===== src/rtl/cpu_pkg.sv =====
// Shared fetch-path definitions.
//   RESET_PC_DEFAULT : PC loaded on reset unless overridden
//   INSTR_BYTES      : byte stride between sequential instructions
//   fetch_entry_t    : {pc, instr} pair carried toward decode
package cpu_pkg;

  localparam logic [31:0] RESET_PC_DEFAULT = 32'h0000_1000;
  localparam int unsigned INSTR_BYTES      = 4;

  typedef struct packed {
    logic [31:0] pc;
    logic [31:0] instr;
  } fetch_entry_t;

endpackage


===== src/rtl/fetch_skid_fifo.sv =====
// Two-entry FIFO of fetch entries between the fetch stage and decode.
// Ports:
//   clock, reset  : clock, asynchronous active-high reset
//   push          : write push_entry at the write pointer (ignored when full)
//   push_entry    : entry to write
//   pop           : retire the head entry (ignored when empty)
//   flush         : discard all entries; overrides push and pop
//   head          : entry at the read pointer (registered storage)
//   count         : number of valid entries
//   full, empty   : count == DEPTH, count == 0
module fetch_skid_fifo
  import cpu_pkg::*;
#(
  parameter int unsigned DEPTH = 2
) (
  input  logic         clock,
  input  logic         reset,
  input  logic         push,
  input  fetch_entry_t push_entry,
  input  logic         pop,
  input  logic         flush,
  output fetch_entry_t head,
  output logic [1:0]   count,
  output logic         full,
  output logic         empty
);

  fetch_entry_t mem [2];
  logic         wr_ptr;
  logic         rd_ptr;
  logic         push_ok;
  logic         pop_ok;

  assign full    = (count == 2'(DEPTH));
  assign empty   = (count == 2'd0);
  assign push_ok = push && !full;
  assign pop_ok  = pop && !empty;
  assign head    = mem[rd_ptr];

  always_ff @(posedge clock or posedge reset) begin
    if (reset) begin
      wr_ptr <= 1'b0;
      rd_ptr <= 1'b0;
      count  <= 2'd0;
      for (int unsigned i = 0; i < 2; i++) begin
        mem[i] <= '0;
      end
    end else if (flush) begin
      wr_ptr <= 1'b0;
      rd_ptr <= 1'b0;
      count  <= 2'd0;
    end else begin
      if (push_ok) begin
        mem[wr_ptr] <= push_entry;
        wr_ptr      <= ~wr_ptr;
      end
      if (pop_ok) begin
        rd_ptr <= ~rd_ptr;
      end
      case ({push_ok, pop_ok})
        2'b10:   count <= count + 2'd1;
        2'b01:   count <= count - 2'd1;
        default: count <= count;
      endcase
    end
  end

endmodule


===== src/rtl/fetch_stage.sv =====
// Instruction-fetch stage: owns the PC, drives the I-cache lookup address,
// and queues fetched instructions toward decode with valid/ready handshake.
// Redirects from execute flush the queue and reload the PC.
// Ports:
//   clock, reset    : clock, asynchronous active-high reset
//   icache_addr     : fetch address (= pc_q)
//   icache_data     : instruction word for icache_addr, same cycle
//   icache_stall    : cache cannot deliver this cycle
//   redirect_valid  : control-flow redirect (highest priority)
//   redirect_pc     : redirect target, low 2 bits ignored
//   dec_valid       : head entry valid
//   dec_ready       : decode accepts head entry
//   dec_instr       : head instruction word
//   dec_pc          : head PC
module fetch_stage
  import cpu_pkg::*;
#(
  parameter logic [31:0] RESET_PC = RESET_PC_DEFAULT,
  parameter int unsigned DEPTH    = 2
) (
  input  logic        clock,
  input  logic        reset,
  output logic [31:0] icache_addr,
  input  logic [31:0] icache_data,
  input  logic        icache_stall,
  input  logic        redirect_valid,
  input  logic [31:0] redirect_pc,
  output logic        dec_valid,
  input  logic        dec_ready,
  output logic [31:0] dec_instr,
  output logic [31:0] dec_pc
);

  logic [31:0]  pc_q;
  logic         fire;
  logic         pop;
  logic         q_full;
  logic         q_empty;
  logic [1:0]   q_count;
  fetch_entry_t q_head;
  fetch_entry_t new_entry;

  // Full is sampled from registered count, so a pop in the same cycle does
  // not free a slot for this cycle's fetch (one bubble when draining from full).
  assign fire      = !icache_stall && !q_full && !redirect_valid;
  assign pop       = dec_valid && dec_ready && !redirect_valid;
  assign new_entry = '{pc: pc_q, instr: icache_data};

  assign icache_addr = pc_q;
  assign dec_valid   = !q_empty;
  assign dec_instr   = q_head.instr;
  assign dec_pc      = q_head.pc;

  always_ff @(posedge clock or posedge reset) begin
    if (reset) begin
      pc_q <= RESET_PC;
    end else if (redirect_valid) begin
      pc_q <= {redirect_pc[31:2], 2'b00};
    end else if (fire) begin
      pc_q <= pc_q + 32'(INSTR_BYTES);
    end
  end

  fetch_skid_fifo #(
    .DEPTH (DEPTH)
  ) u_queue (
    .clock      (clock),
    .reset      (reset),
    .push       (fire),
    .push_entry (new_entry),
    .pop        (pop),
    .flush      (redirect_valid),
    .head       (q_head),
    .count      (q_count),
    .full       (q_full),
    .empty      (q_empty)
  );

endmodule


===== config.mk =====
export PLATFORM = sky130hd
export DESIGN_NAME = fetch_stage
export DESIGN_NICKNAME = d
export VERILOG_FILES = /design/src/rtl/cpu_pkg.sv /design/src/rtl/fetch_skid_fifo.sv /design/src/rtl/fetch_stage.sv
export SDC_FILE = /design/constraint.sdc
export NUM_CORES = 1
export LEC_CHECK = 0
export CORE_MARGIN = 10
export CORE_UTILIZATION = 45
export DETAILED_ROUTE_END_ITERATION = 10
export GPL_ROUTABILITY_DRIVEN = 0
export PLACE_DENSITY = 0.77
export SLEW_MARGIN = 30
export SYNTH_ARGS = -nofsm -noshare
export SYNTH_HDL_FRONTEND = slang
export SYNTH_HIERARCHICAL = 1
export SYNTH_SLANG_ARGS = --single-unit

===== constraint.sdc =====
create_clock -name clock -period 6.1 [get_ports clock]
set_input_delay 0.61 -clock clock [delete_from_list [all_inputs] [get_ports clock]]
set_output_delay 0.61 -clock clock [all_outputs]
set_load 0.02 [all_outputs]

After elaboration in Yosys (flattened, before gate mapping) --
Index checks and enable logic that the tools add are counted.
Storage, ports and cells: register bits 164, input bits 69, output and inout bits 97, logic and storage cells 53
Operators by class: add/subtract/negate cells 3, $lt $le $gt $ge 3, eq/ne operators 3, multiplexer cells 14, bitwise gates (word level) 5, reductions and logical operators 17
Operator list (count):
- $mux 64 | 4
- $bwmux 128 | 1
- $demux 64 s1 | 1
- $mux 32 | 2
- $add 32x3->32 const B | 1
- $logic_and 1x1->1 | 7
- $reduce_bool 2->1 | 3
- $eq 2x2->1 const B | 2
- $ge 2x2->1 const B | 2
- $logic_not 1->1 | 4
- $mux 1 | 4
- $not 1->2 | 2
- $pmux 2 s2 | 1
- $not 1->1 | 3
- $reduce_bool 3->1 | 1
- $add 2x1->2 const B | 1
- $eq 2x1->1 const B | 1
- $logic_not 2->1 | 1
- $lt 2x1->1 const B | 1
- $mux 2 | 1
- $reduce_and 2->1 | 1
- $sub 2x1->2 const B | 1

Longest topological paths before layout --
depth in word-level cells 8, mapped depth 8, depth with buffers taken out 6

Modules after synthesis --
The synthesis kept the hierarchy.
By module, submodules not included:
- fetch_skid_fifo | instances 1, cells each 365, area an instance 5960.7 um^2, sequential area each 3303.2 um^2
- fetch_stage | instances 1, cells each 199, area an instance 1766.7 um^2, sequential area each 752.0 um^2

Worst setup path after synthesis --
No wires, ideal clock.
path type in2reg, start in redirect_valid, end reg u_queue/mem[0] (netlist bit), setup time 0.125 ns, arrival time 2.632 ns, data required time 5.975 ns, slack 3.342 ns, stages 8, buffers on the path 4, path through clkbuf_1 -> clkbuf_1 -> nor3_1 -> inv_1 -> or4b_1 -> buf_4 -> buf_6 -> mux2_4
Between the ends: word-level cells in the longest chain between the ends 4, elaborated cells on any way between the ends 5, those cells by class bitwise (1); reduce/logical (4)
Ends and longest elaborated chain:
- start: declaration | RTL line fetch_stage.sv:26 | input logic redirect_valid,
- $logic_not 1->1 | RTL line fetch_stage.sv:45 | assign fire = !icache_stall && !q_full && !redirect_valid;
- $logic_and 1x1->1 | RTL line fetch_stage.sv:45
- named net fire | RTL line fetch_stage.sv:35 | logic fire;
- $logic_and 1x1->1 | RTL line fetch_skid_fifo.sv:36 | assign push_ok = push && !full;
- $reduce_and 2->1 (no source line)
- end signal: indexed assignment | RTL line fetch_skid_fifo.sv:54 | mem[wr_ptr] <= push_entry;
- end: declaration | RTL line fetch_skid_fifo.sv:28 | fetch_entry_t mem [2];
The timed path passes the listed nets, and every way through them passes these cells. A chain may end at the register's enable or synchronous reset.

Worst setup path in the final report --
start in redirect_valid, end reg u_queue/mem[9] (netlist bit)
Same word-level chain as after synthesis.

==> run_results.csv <==
group,metric,value,unit
outcome,status,"finished, final reports clean",
yosys,ys_types,39,
floorplan,io_pins,166,
clock_network,clkLatencyLatePin,430,ps
setup_path,crit_chain,"clkdlybuf4s50_1 -> buf_4 -> nor3_1 -> inv_1 -> or4b_4 -> buf_4 -> mux2_4",
yosys,avgSynthCellArea,13.7,sq um
final_layout,drive_gt1_frac,0.321,
yosys,yosysSeqAreaShare,0.525,
setup_path,max_stage_delay,890,ps
clock_network,cts.sinks,162,
yosys,yosys-top-cells-count,"161 x dfrtp_1, 128 x mux2_2, 60 x mux2_4",
final_layout,n_antenna_cell,0,
pwr,leakage,0.00435,uW
yosys,syn-cell-area,0.00773,sq mm
yosys,syn_inst,564,
final_layout,final_cells,955,
final_layout,nFillCells,1265,
final_layout,area_delta_synth_final,30.8,%
setup_path,arrival,3680,ps
clock_network,numCtsBuffers,17,
global_route,grt_pass1_vias,5747,
drt,vias,5202,
clock_network,clockBufferDepth,2,
clock_network,hold_buffers,0,
clock_network,cts_tree,"built",
global_route,grt_pass1_wl,31700,um
yosys,synth_ff_type,"dfrtp_1",
setup_path,crit_type,"input pin to flop",
global_route,antenna_found_initial,0,
final_layout,final_nets,792,
pwr,p_clk_frac,0.309,
yosys,synthArstFlopShare,1.00,
floorplan,die_w,151,um
yosys,yosys_register_bits,162,
pwr,power_density,359,mW/mm^2
drt,vias_per_cell,5.45,
drt,drc,0,
setup_path,end_kind,"flop",
drt,wire_per_inst,20.6,um
sta,finalClockSkew,13.8,ps
floorplan,start_util,0.463,
setup_path,start_kind,"input pin",
sta,relSlewSlack,0.419,
yosys,yosys.area.top_type,"dfrtp_1",
sta,setup-tns-final,0,ps
sta,period_needed,3370,ps
pwr,ir_drop,0.241,mV
pwr,p_comb_frac,0.281,
flow_run,cap_violations,0,
clock_network,cts_max_level,4,
final_layout,multi_input_area,0.00346,sq mm
setup_path,path_buf_inv,4,
floorplan,dieArea,0.0228,sq mm
sta,rsz0062_at_grt,"false",
floorplan,die_y,151,um
sta,timing.fmax,297,MHz
sta,hold_viol,0,
sta,post-route-period-util,0.553,
clock_network,cts_setup_buffers,0,
sta,tightest_slew,868,ps
placed_design,place_inst,923,
placed_design,numPortBuffers,161,
final_layout,seq_area,0.00406,sq mm
drt,drt-total-wl,19700,um
setup_path,cp_top_family,"simple AND/OR/NAND/NOR gates",
pwr,p_seq_frac,0.410,
clock_network,post_cts_resized,0,
setup_path,crit_fanout,40,
pwr,sw_frac_of_total,0.283,
drt,ant_nets,0,
yosys,synth_area_leaders,"dfrtp_1 52%, mux2_2 19%, mux2_4 12%",
pwr,p_switching,1020,uW
setup_path,cp_common_cell,"buf_4",
pwr,p_int,2600,uW
yosys,synth_top_area_share,0.521,
yosys,yosysMostFrequentCell,"dfrtp_1",
drt,firstDrtPassIters,5,
sta,drv_slew,0,
global_route,grt_usage,0.176,
yosys,synth-edff-count,0,
clock_network,path_clk_slew,60,ps
setup_path,critPathRequiredTime,6400,ps
hold_path,min_path_type,"flop to flop",
clock_network,cts-root-buf,"clkbuf_16",
floorplan,num_rows,47,
yosys,yosysWarningCount,6,
global_route,grt_overflow,0,
placed_design,dp_hpwl,13400,um
drt,drt-initial-drc-count,261,
floorplan,fp.coreArea,0.0167,sq mm
setup_path,cp_slowest_cell,"or4b_4",
global_route,grt_max_degree,77,
sta,setup_violations,0,
power by group through the flow:
| stage | logic (uW) | registers (uW) | clock network [uW] |
|---|---|---|---|
| floorplan | 614 | 1470 | 0 |
| global placement | 1000 | 1480 | 0 |
| detailed placement | 1030 | 1500 | 0 |
| CTS | 1040 | 1480 | 1150 |
| global route | 1090 | 1520 | 1190 |
| finish | 1020 | 1490 | 1120 |
registers in the layout, indices dropped and copies added, names as in the netlist:
register	flops
u_queue/rd_ptr	1
icache_addr	30
u_queue/count	2
u_queue/mem	128
u_queue/wr_ptr	1
stage by stage:
step,total power (uW),setup slack [ps],instance area (sq um),hold WS [ps],utilization
after detailed placement,2530,2290,9490,474,0.568
after floorplan,2080,1960,7750,454,-
after global placement,2480,2370,9490,462,0.568
after global routing,3800,2600,10100,513,0.605
after CTS,3670,2500,10100,491,0.605
final,3620,2730,10100,483,0.605
cell type report:
type	instances	share of cell area
clock buffers	20	0.0462
clock inverters	12	0.0153
inverters	6	0.00272
multi-input cells	367	0.343
flip-flops and latches	162	0.401
well taps	220	0.0272
repair buffers	168	0.165
layer usage:
metal | up-vias | track usage | part of all wire
li1 | 2373 | - | -
met1 | 2668 | 0.217 | 0.43
met2 | 146 | 0.293 | 0.50
met3 | 15 | 0.0546 | 0.060
met4 | 0 | 0.0491 | 0.0083
met5 | - | 0 | 0
cells by family (layout without fill, tap and decap cells):
family	after synthesis	in the layout	share of synthesized area
AO/OA/AOI/OAI	49	49	0.0385
other	1	6	0.000485
multiplexers	194	194	0.312
XOR/XNOR	13	13	0.0147
flip-flops	162	162	0.525
adder cells (fa/ha/maj)	1	1	0.00162
AND/OR/NAND/NOR	104	104	0.0782
buffers and inverters	40	206	0.0300
worst paths after layout:
| path | start | slack, ps | cells after the start | endpoint |
|---|---|---|---|---|
| max | redirect_valid | 2730 | 7 | u_queue/mem[9] |
| max reg2reg | u_queue/count[1] | 2990 | 6 | u_queue/mem[9] |
| max in group asynchronous | reset | 4070 | 3 | u_queue/rd_ptr |
| min reg2reg | u_queue/mem[115] | 480 | 1 | u_queue/mem[115] |
| min | u_queue/mem[115] | 480 | 1 | u_queue/mem[115] |
| min in group asynchronous | reset | 710 | 2 | u_queue/mem[49] |
layout by cell type, fill, tap and decap left out, drive strengths merged, types with 7 or more instances in the layout:
| cell | instances |
|---|---|
| nor2 | 17 |
| clkbuf | 20 |
| dfrtp | 161 |
| buf | 7 |
| o21ai | 19 |
| o31ai | 9 |
| nand2 | 24 |
| or4 | 13 |
| clkdlybuf4s50 | 161 |
| a31oi | 14 |
| nand3 | 13 |
| mux2 | 193 |
| nand4 | 13 |
| clkinv | 7 |
| xor2 | 11 |
No activity file was read; power rests on OpenSTA's default activity.
